**src/rtl/iiitb_usr_ser_tx.sv**
```systemverilog
// Parallel-to-serial word transmitter feeding the serial/select inputs of a
// remote universal shift register, MSB-first (shift-left) or LSB-first (shift-right).
module iiitb_usr_ser_tx #(
    parameter int WIDTH = 8,
    parameter int GAP   = 1
) (
    input  logic                         clock,
    input  logic                         reset,
    input  logic [WIDTH-1:0]             tx_data,
    input  logic                         tx_valid,
    output logic                         tx_ready,
    input  logic                         dir,
    output logic                         ser_out,
    output logic [1:0]                   sel_out,
    output logic                         busy,
    output logic                         done,
    output logic [$clog2(WIDTH+1)-1:0]   bit_cnt
);

    localparam int CW       = $clog2(WIDTH + 1);
    localparam int GAP_LAST = (GAP > 0) ? GAP - 1 : 0;

    typedef enum logic [1:0] {
        ST_IDLE  = 2'd0,
        ST_SHIFT = 2'd1,
        ST_GAP   = 2'd2
    } state_t;

    state_t            state_q, state_d;
    logic [WIDTH-1:0]  shreg_q, shreg_d;
    logic              dir_q, dir_d;
    logic [CW-1:0]     bit_cnt_q, bit_cnt_d;
    logic [3:0]        gap_cnt_q, gap_cnt_d;
    logic              ser_q, ser_d;
    logic [1:0]        sel_q, sel_d;
    logic              busy_q, busy_d;
    logic              done_q, done_d;

    always_ff @(posedge clock) begin
        if (reset) begin
            state_q   <= ST_IDLE;
            shreg_q   <= '0;
            dir_q     <= 1'b0;
            bit_cnt_q <= '0;
            gap_cnt_q <= '0;
            ser_q     <= 1'b0;
            sel_q     <= 2'b11;
            busy_q    <= 1'b0;
            done_q    <= 1'b0;
        end else begin
            state_q   <= state_d;
            shreg_q   <= shreg_d;
            dir_q     <= dir_d;
            bit_cnt_q <= bit_cnt_d;
            gap_cnt_q <= gap_cnt_d;
            ser_q     <= ser_d;
            sel_q     <= sel_d;
            busy_q    <= busy_d;
            done_q    <= done_d;
        end
    end

    always_comb begin
        state_d   = state_q;
        shreg_d   = shreg_q;
        dir_d     = dir_q;
        bit_cnt_d = bit_cnt_q;
        gap_cnt_d = gap_cnt_q;
        ser_d     = 1'b0;
        sel_d     = 2'b11;
        done_d    = 1'b0;

        case (state_q)
            ST_IDLE: begin
                bit_cnt_d = '0;
                if (tx_valid) begin
                    shreg_d = tx_data;
                    dir_d   = dir;
                    state_d = ST_SHIFT;
                    ser_d   = dir ? tx_data[0] : tx_data[WIDTH-1];
                    sel_d   = {1'b0, dir};
                end
            end
            ST_SHIFT: begin
                bit_cnt_d = bit_cnt_q + 1'b1;
                sel_d     = {1'b0, dir_q};
                // ser_out always shows the bit adjacent to the one just sampled.
                if (dir_q) begin
                    shreg_d = shreg_q >> 1;
                    ser_d   = shreg_q[1];
                end else begin
                    shreg_d = shreg_q << 1;
                    ser_d   = shreg_q[WIDTH-2];
                end
                if (bit_cnt_q == CW'(WIDTH - 1)) begin
                    done_d    = 1'b1;
                    sel_d     = 2'b11;
                    ser_d     = 1'b0;
                    gap_cnt_d = '0;
                    state_d   = (GAP > 0) ? ST_GAP : ST_IDLE;
                end
            end
            ST_GAP: begin
                gap_cnt_d = gap_cnt_q + 1'b1;
                if (gap_cnt_q == 4'(GAP_LAST)) begin
                    state_d   = ST_IDLE;
                    bit_cnt_d = '0;
                end
            end
            default: begin
                state_d = ST_IDLE;
            end
        endcase

        busy_d = (state_d != ST_IDLE);
    end

    assign tx_ready = (state_q == ST_IDLE);
    assign ser_out  = ser_q;
    assign sel_out  = sel_q;
    assign busy     = busy_q;
    assign done     = done_q;
    assign bit_cnt  = bit_cnt_q;

endmodule

```
**config.mk**
```make
export PLATFORM = sky130hd
export DESIGN_NAME = iiitb_usr_ser_tx
export DESIGN_NICKNAME = d
export VERILOG_FILES = /design/src/rtl/iiitb_usr_ser_tx.sv
export SDC_FILE = /design/constraint.sdc
export NUM_CORES = 1
export LEC_CHECK = 0
export ABC_AREA = 0
export CORE_MARGIN = 2
export CORE_UTILIZATION = 45
export DETAILED_ROUTE_END_ITERATION = 12
export PLACE_DENSITY = 0.84
export SYNTH_ARGS = -nofsm -noshare
export SYNTH_HDL_FRONTEND = slang
export SYNTH_SLANG_ARGS = --single-unit
```
**constraint.sdc**
```tcl
create_clock -name clock -period 1.6 [get_ports clock]
set_clock_uncertainty 0.1 [all_clocks]
set_input_delay 0.32 -clock clock [delete_from_list [all_inputs] [get_ports clock]]
set_output_delay 0.32 -clock clock [all_outputs]
set_load 0.01 [all_outputs]
```
Yosys cells after proc, flatten, opt, wreduce, memory -nomap -nowiden
Index checks and enable logic that the tools add are counted.
- bits in registers: 24
- latch bits: 0
- logic and storage cells: 49
- memories kept: 0
- memory bits (read-only): 0
- input port bits: 12
- RAM bits: 0
- output and inout bits: 10
- add/sub/neg operators: 2
- multiply operators: 0
- bitwise logic cells: 1
- shifts and indexed selects: 0
- reduce and logical (&&, ||, !) cells: 11
- divide/modulo/power cells: 0
- magnitude comparators: 0
- mux-type cells: 20
- equal/unequal tests: 6
- operators by type and width (operator ; count):
    2-to-1 mux 8 bit ; 2
    case mux 8 bit (2 select lines) ; 1
    case mux 4 bit (3 select lines) ; 1
    2-to-1 mux 2 bit ; 5
    adder 4 x 1 -> 4 bit (second input constant) ; 2
    2-to-1 mux 4 bit ; 2
    case mux 4 bit (2 select lines) ; 1
    AND reduction 2 bit ; 4
    != test 2 bit (second input constant) ; 3
    case mux 2 bit (3 select lines) ; 1
    nonzero test 2 bit ; 3
    2-to-1 mux 1 bit ; 5
    equality test 4 x 3 -> 1 bit (second input constant) ; 1
    zero test 4 bit ; 1
    case mux 2 bit (2 select lines) ; 1
    nonzero test 3 bit ; 1
    equality test 2 x 1 -> 1 bit (second input constant) ; 1
    equality test 2 bit (second input constant) ; 1
    zero test 2 bit ; 1
    case mux 1 bit (2 select lines) ; 1
    OR reduction 2 bit ; 1
    inverter 1 bit ; 1

Logic depth before layout (Yosys ltp)
Gate-level depths: netlist of run 1.
- word-level depth: 4
- depth in mapped cells: 5
- mapped depth without buffers: 5

Least setup slack after synthesis of run 1
OpenSTA, ideal clock, no wires.
- kind: reg2reg
- start: register gap_cnt_q[0]
- end: register bit_cnt_q[3] (netlist: bit_cnt[3])
- required time: 1.380 ns
- period minus slack after synthesis: 1.495 ns
- setup time: 0.120 ns
- data arrival time: 1.275 ns
- setup slack: 0.105 ns
- path buffers: 0
- stages on the path, launching flop included: 6
- cell sequence: dfxtp_1 -> inv_1 -> ha_1 -> or3b_4 -> and3_1 -> o31a_1
- longest elaborated chain between the ends: 3
- RTL lines (item ; RTL line ; text):
    start: declaration ; 33 ; logic [3:0] gap_cnt_q, gap_cnt_d;
    start signal: assignment ; 55 ; gap_cnt_q <= gap_cnt_d;
    zero test 4 bit ; 105 ; if (gap_cnt_q == 4'(GAP_LAST)) begin
    != test 2 bit (no source line) ; - ;
    AND reduction 2 bit (no source line) ; - ;
    end signal: assignment ; 54 ; bit_cnt_q <= bit_cnt_d;
    end: declaration ; 32 ; logic [CW-1:0] bit_cnt_q, bit_cnt_d;
Every way passes these cells.
A chain may end at the register's enable or synchronous reset.

Worst setup path in the final report of run 1
- start: register gap_cnt_q[1]
- end: register bit_cnt_q[3] (netlist: bit_cnt[3])
The elaborated chain is that of the path after synthesis.

==> results of run 1 <==
==> worst reg2reg max path: stages, from the launching register on <==
cell and delay (ps):
dfxtp_2 360, inv_1 50, ha_1 130, or3b_4 410, and3_4 180, o31a_1 230
==> metrics by stage <==
step	hold slack, ps	utilization	cells
after floorplan	349.0	-	128
after global placement	390.4	0.5795	179
after detailed placement	404.6	0.5795	179
after CTS	402.5	0.6004	183
after global routing	429.6	0.6050	183
final	400.5	0.6050	183
==> registers in the layout, indices dropped and copies added (netlist names) <==
signal	cells
bit_cnt	4
busy	1
ser_out	1
shreg_q	8
dir_q	1
sel_out	2
state_q	2
gap_cnt_q	4
done	1
==> area by class of cell <==
cell class	instances	area share
sequential	24	0.3302
clock buffer	3	0.01516
tap	30	0.02527
clock inverter	1	0.02022
timing repair buffer	30	0.1837
inverter	6	0.01516
multi-input combinational	89	0.4103
==> timing repair <==
item	CTS	global route
pin swaps	0	1
endpoints found under the setup margin	8	3
resized for setup	14	4
==> cell families after synthesis <==
logic type,after synthesis,synth area share
multiplexers,10,0.09257
XOR/XNOR,1,0.007536
flip-flops,24,0.4133
adder cells (fa/ha/maj),3,0.03230
AO/OA/AOI/OAI,27,0.1712
buffers and inverters,15,0.06673
AND/OR/NAND/NOR,48,0.2164
==> worst max-delay path by stage <==
stage            startpoint          to  slack, ps  cells past startpoint
2_1_floorplan  gap_cnt_q[0]  bit_cnt[3]        100                      5
3_3_place_gp       tx_valid  sel_out[0]       -170                      4
3_5_place_dp       tx_valid  sel_out[0]       -190                      4
4_1_cts                busy        busy          1                      1
5_1_grt        gap_cnt_q[1]  bit_cnt[3]        -10                      5
6_report       gap_cnt_q[1]  bit_cnt[3]         60                      5
==> per-layer routing <==
layer | wire, microns | share of wire
met5 | 0 | 0
met1 | 1254 | 0.46
met3 | 126 | 0.046
met4 | 55 | 0.020
met2 | 1295 | 0.47
==> placed cells by master (no fill, tap or decap), drive strengths merged, types with 6 or more instances in the layout <==
cell type,instances
dfxtp,24
o22ai,7
clkdlybuf4s50,11
nor3,10
nand2,8
inv,6
buf,9
mux2,6
nor2,12
dlygate4sd2,8
==> power by group <==
part           total, mW  internal, mW  leakage [nW]  switching, mW
logic              0.181        0.0961         0.400         0.0847
registers          0.656         0.629         0.200         0.0273
clock network      0.444         0.253        0.0279          0.191
==> qor.csv, run 1 <==
stage,metric,value,unit
timing,final worst slack,56.94,ps
drt,total vias in the final route,1063,
yosys,mapped cell area,1162,sq um
floorplan,Initial Util,0.4735,
floorplan,core area,2455,sq um
clock_tree,Sink Count,24,
global_route,first-pass GRT wire length,4.347,mm
pwr,Final Power,1.281,mW
hold_path,hold path cells,1,
yosys,most common cell in the netlist,dfxtp_1,
critical_path,FF-to-FF path depth,5,
global_route,total gr overflow,0,
timing,fin crit share,0.9644,
critical_path,critical path class,register to register,
global_route,vias in the first global route,1045,
final_layout,Seq. cell area,490.5,sq um
drt,Pre-antenna DRT Iters,4,
global_route,initial antenna violation count,0,
floorplan,Die ar.,3006,sq um
hold_path,hold path start,bit_cnt[0],
global_route,largest net degree at the start of global routing,15,
floorplan,Ports,22,
yosys,number of enable flip-flop cells after synthesis,0,
final_layout,share of layout cells above drive strength 1,0.1503,
run,Max Cap Viol,0,
timing,Final Setup Violations,0,
clock_tree,Clock Path Buffers,2,
place,DP Wirelength,1.969,mm
yosys,leading area contributor after synthesis,dfxtp_1,
final_layout,fin nets,169,
place,Routability Congestion,0.8299,
critical_path,CP Buf/Inv Count,1,
drt,Via density,5.809,
critical_path,Worst EP required,1720,ps
clock_tree,H-Tree Depth,1,
hold_path,hold endpoint,bit_cnt[0],
final_layout,final instance area,1485,sq um
place,Post-DP Area,1423,sq um
final_layout,area occupied by multi-input gates,609.3,sq um
yosys,top-area cell type share of the netlist area,0.4133,
clock_tree,worst-skew pair later-pin latency,320,ps
timing,TNS Setup,0,ps
critical_path,"critical path fanouts, max",5,
global_route,Most Crowded Layer GR,met2,
yosys,top post-synthesis cells by area,"dfxtp_1 41%, mux2_1 4.8%, nor3_1 4.3%",
timing,final slew viol count,0,
floorplan,Die W,54.83,microns
critical_path,Reg2Reg Launch Point,gap_cnt_q[1],
final_layout,fill count,221,
run_status,status,finished clean,
drt,DRT iter0 DRCs,28,
yosys,YS warnings,0,
hold_path,Hold Path Class,register to register,
global_route,GR Util met2,0.3353,
drt,wire per inst,14.93,microns
pwr,LEAKAGE,0.6285,nW
critical_path,slowest CP cell,or3b_4,
critical_path,CP Launch Type,register,
final_layout,ANT cells,0,
critical_path,CP endpoint kind,register,
yosys,register area share after synthesis,0.4133,
critical_path,CP top delay family,simple AND/OR/NAND/NOR gates,
clock_tree,Post-CTS Hold Buffers,0,
critical_path,worst path cell trace,inv_1 > ha_1 > or3b_4 > and3_4 > o31a_1,
global_route,GR Util met1,0.2425,
yosys,ys flop type,dfxtp_1,
pwr,Worst VDD drop,0.5397,mV
clock_tree,CTS tree,built,
yosys,Synth top cells by count,"24 x dfxtp_1, 12 x nor2_1, 10 x nor3_1",
clock_tree,CTS Buf Count,3,
critical_path,flop2flop setup slack,60,ps
yosys,Synth Instances,128,
yosys,syn avg cell area,9.081,sq um
timing,post-route minimum period,1543,ps
yosys,Seq cells post-synth,24,
drt,Final ANT Viol Nets,0,
global_route,GRT Util Overall,0.2010,
timing,"Hold Violations, Final",0,
critical_path,CP peak stage delay,410,ps
clock_tree,Clock Pin Slew Worst Setup and Hold Paths,140,ps
yosys,post-synthesis cell type count,41,
critical_path,Crit path arrival time,1670,ps
timing,Least-Margin Pin Slew,435.3,ps
pwr,Cell Pwr Density,862.5,nW/um^2
final_layout,Area growth syn-to-layout,27.77,%
drt,DRC violations left,0,
global_route,met3 usage,0.02459,
place,port bufs,21,
place,Place WS,-188.2,ps
clock_tree,clock root buffer,clkbuf_4,
timing,RSZ-0062 raised after global routing,true,
critical_path,worst r2r dst,bit_cnt[3],
timing,Peak Freq,0.6481,GHz
floorplan,row count,18,
drt,DRT Wirelength,2.732,mm
yosys,Mapped Nets,143,
yosys,ys async rst share,0,
timing,max_slew headroom,0.7094,
floorplan,Die Ht,54.83,microns
clock_tree,# Post-CTS Setup Buffers,0,
No activity file was read; power rests on OpenSTA's default activity.
==> inputs of run 2 (changes only) <==
- CAP_MARGIN: not set -> 0
- PLACE_DENSITY: 0.84 -> 0.82
- clock period: 1.6 -> 1.7 ns (I/O delays scaled with it)
==> run 2 against run 1 <==
Largest cell class unchanged. Non-clock buffer count decreased by 2. Clock power decreased by 44%. Highest routed layer unchanged. Core utilization decreased by 2.0 points. Clock-buffer cell count unchanged. Combinational power decreased by 6%. Critical path type is now register to output port. Global-route usage increased by 0.55 points.
==> qor.csv, run 2 (synthesis gave the netlist of run 1 again) <==
stage,metric,value,unit,change
place,DP Wirelength,1.947,mm,-1.1%
timing,Peak Freq,0.6149,GHz,
drt,DRC violations left,0,,unchanged
clock_tree,H-Tree Depth,1,,unchanged
clock_tree,worst-skew pair later-pin latency,320,ps,about the same
drt,Final ANT Viol Nets,0,,unchanged
timing,RSZ-0062 raised after global routing,false,,
drt,Pre-antenna DRT Iters,4,,unchanged
clock_tree,clock root buffer,clkbuf_4,,
pwr,LEAKAGE,0.6036,nW,-4.0%
pwr,Cell Pwr Density,724.8,nW/um^2,-16%
run,Max Cap Viol,0,,unchanged
final_layout,fill count,228,,+3.2%
run_status,status,finished clean,,
global_route,largest net degree at the start of global routing,14,,-1
pwr,Worst VDD drop,0.5246,mV,-2.8%
final_layout,share of layout cells above drive strength 1,0.1067,,-0.04366
clock_tree,Clock Path Buffers,2,,unchanged
critical_path,CP peak stage delay,530,ps,+120 ps
final_layout,area occupied by multi-input gates,604.3,sq um,-0.82%
drt,wire per inst,15.06,microns,+0.89%
timing,fin crit share,0.9566,,
final_layout,most frequent cells in the layout,"21 x dfxtp_1, 16 x clkdlybuf4s50_1, 12 x nor2_1, 10 x nor3_1, 8 x nand2_1",,
floorplan,core area,2455,sq um,unchanged
drt,Via density,5.817,,+0.14%
clock_tree,CTS Buf Count,3,,unchanged
place,port bufs,21,,unchanged
final_layout,fin nets,167,,-1.2%
timing,post-route minimum period,1626,ps,
final_layout,max reg flops,8,,unchanged
critical_path,critical path class,register to output port,,
final_layout,Top reg by flops,shreg_q,,
hold_path,Hold Path Class,register to register,,
critical_path,slowest CP cell,clkdlybuf4s50_1,,
global_route,first-pass GRT wire length,4.312,mm,-0.81%
clock_tree,Sink Count,24,,unchanged
floorplan,row count,18,,unchanged
critical_path,Worst EP required,1260,ps,-460 ps
critical_path,CP endpoint kind,output port,,
drt,total vias in the final route,1047,,-1.5%
clock_tree,Clock Pin Slew Worst Setup and Hold Paths,120,ps,-20 ps
final_layout,Area growth syn-to-layout,23.47,%,
place,Routability Congestion,0.7792,,-6.1%
global_route,GRT Util Overall,0.2065,,+0.005460
global_route,initial antenna violation count,0,,unchanged
critical_path,CP top delay family,buffers and inverters,,
global_route,total gr overflow,0,,unchanged
clock_tree,CTS tree,built,,
floorplan,Die W,54.83,microns,unchanged
final_layout,"commonest non-fill, non-tap cell in the layout",dfxtp_1,,
clock_tree,# Post-CTS Setup Buffers,0,,unchanged
clock_tree,Post-CTS Hold Buffers,0,,unchanged
floorplan,Die ar.,3006,sq um,unchanged
timing,final slew viol count,0,,unchanged
floorplan,Die Ht,54.83,microns,unchanged
critical_path,Crit path arrival time,1190,ps,-480 ps
final_layout,ANT cells,0,,unchanged
timing,TNS Setup,0,ps,unchanged
final_layout,Seq. cell area,484.2,sq um,-1.3%
floorplan,Ports,22,,unchanged
timing,"Hold Violations, Final",0,,unchanged
timing,Hold Slack,412.3,ps,+11.75 ps
critical_path,"critical path fanouts, max",1,,-4
global_route,vias in the first global route,1031,,-1.3%
drt,DRT Wirelength,2.711,mm,-0.77%
critical_path,CP Launch Type,register,,
floorplan,Initial Util,0.4735,,unchanged
timing,Final Setup Violations,0,,unchanged
drt,DRT iter0 DRCs,24,,-14%
critical_path,worst path cell trace,clkdlybuf4s50_1,,
timing,max_slew headroom,0.6591,,-0.05031
timing,Least-Margin Pin Slew,511.4,ps,+76.06 ps
critical_path,CP Buf/Inv Count,1,,unchanged
==> run 2: power by group <==
group	switching [mW]	leakage [nW]	internal, mW	total, mW
combinational	0.0773	0.392	0.0941	0.171
sequential	0.0267	0.198	0.593	0.619
clock	0.166	0.0138	0.0832	0.249
total	0.270	0.604	0.770	1.04
==> run 2: metal layers <==
metal	track usage	wire length [microns]	part of all wire	up-vias
li1	-	-	-	516
met1	0.2217	1189	0.44	493
met2	0.3671	1310	0.48	31
met3	0.05738	162	0.060	7
met4	0.1000	48	0.018	0
met5	0	0	0	-
==> run 2: worst reg2reg max path: stages, from the launching register on <==
cell	delay, ps
dfxtp_1	370
inv_1	70
ha_1	140
or3b_4	400
and3_1	190
o31a_1	230
==> run 2: final timing paths <==
| kind | start | end | slack, ps | depth (start not counted) |
|---|---|---|---|---|
| setup reg to reg | gap_cnt_q[0] | bit_cnt[3] | 120 | 5 |
| setup / recovery | done | done | 70 | 1 |
| hold reg to reg | bit_cnt[0] | bit_cnt[0] | 410 | 1 |
| hold / removal | bit_cnt[0] | bit_cnt[0] | 410 | 1 |
==> run 2: cell type report <==
cell class                      count  share of cell area
Inverter                            6             0.01569
Tap cell                           30             0.02616
Sequential cell                    24              0.3374
Multi-Input combinational cell     89              0.4211
Clock buffer                        3             0.01569
Timing Repair Buffer               28              0.1840
==> run 2: through the flow <==
stage                 util  cell area, sq um  setup slack, ps  instances  power [mW]
floorplan                -              1162            204.8        128      0.7284
global placement    0.5734              1408           -85.36        177      0.7975
detailed placement  0.5734              1408           -139.6        177      0.8035
CTS                 0.5826              1430            8.769        180       1.048
global route        0.5846              1435            30.75        180       1.087
finish              0.5846              1435            73.81        180       1.040
==> run 2: timing repair <==
action | in CTS | in global routing
endpoints found under the setup margin | 4 | 2
gates resized for setup | 6 | 2
cloned | 0 | 0
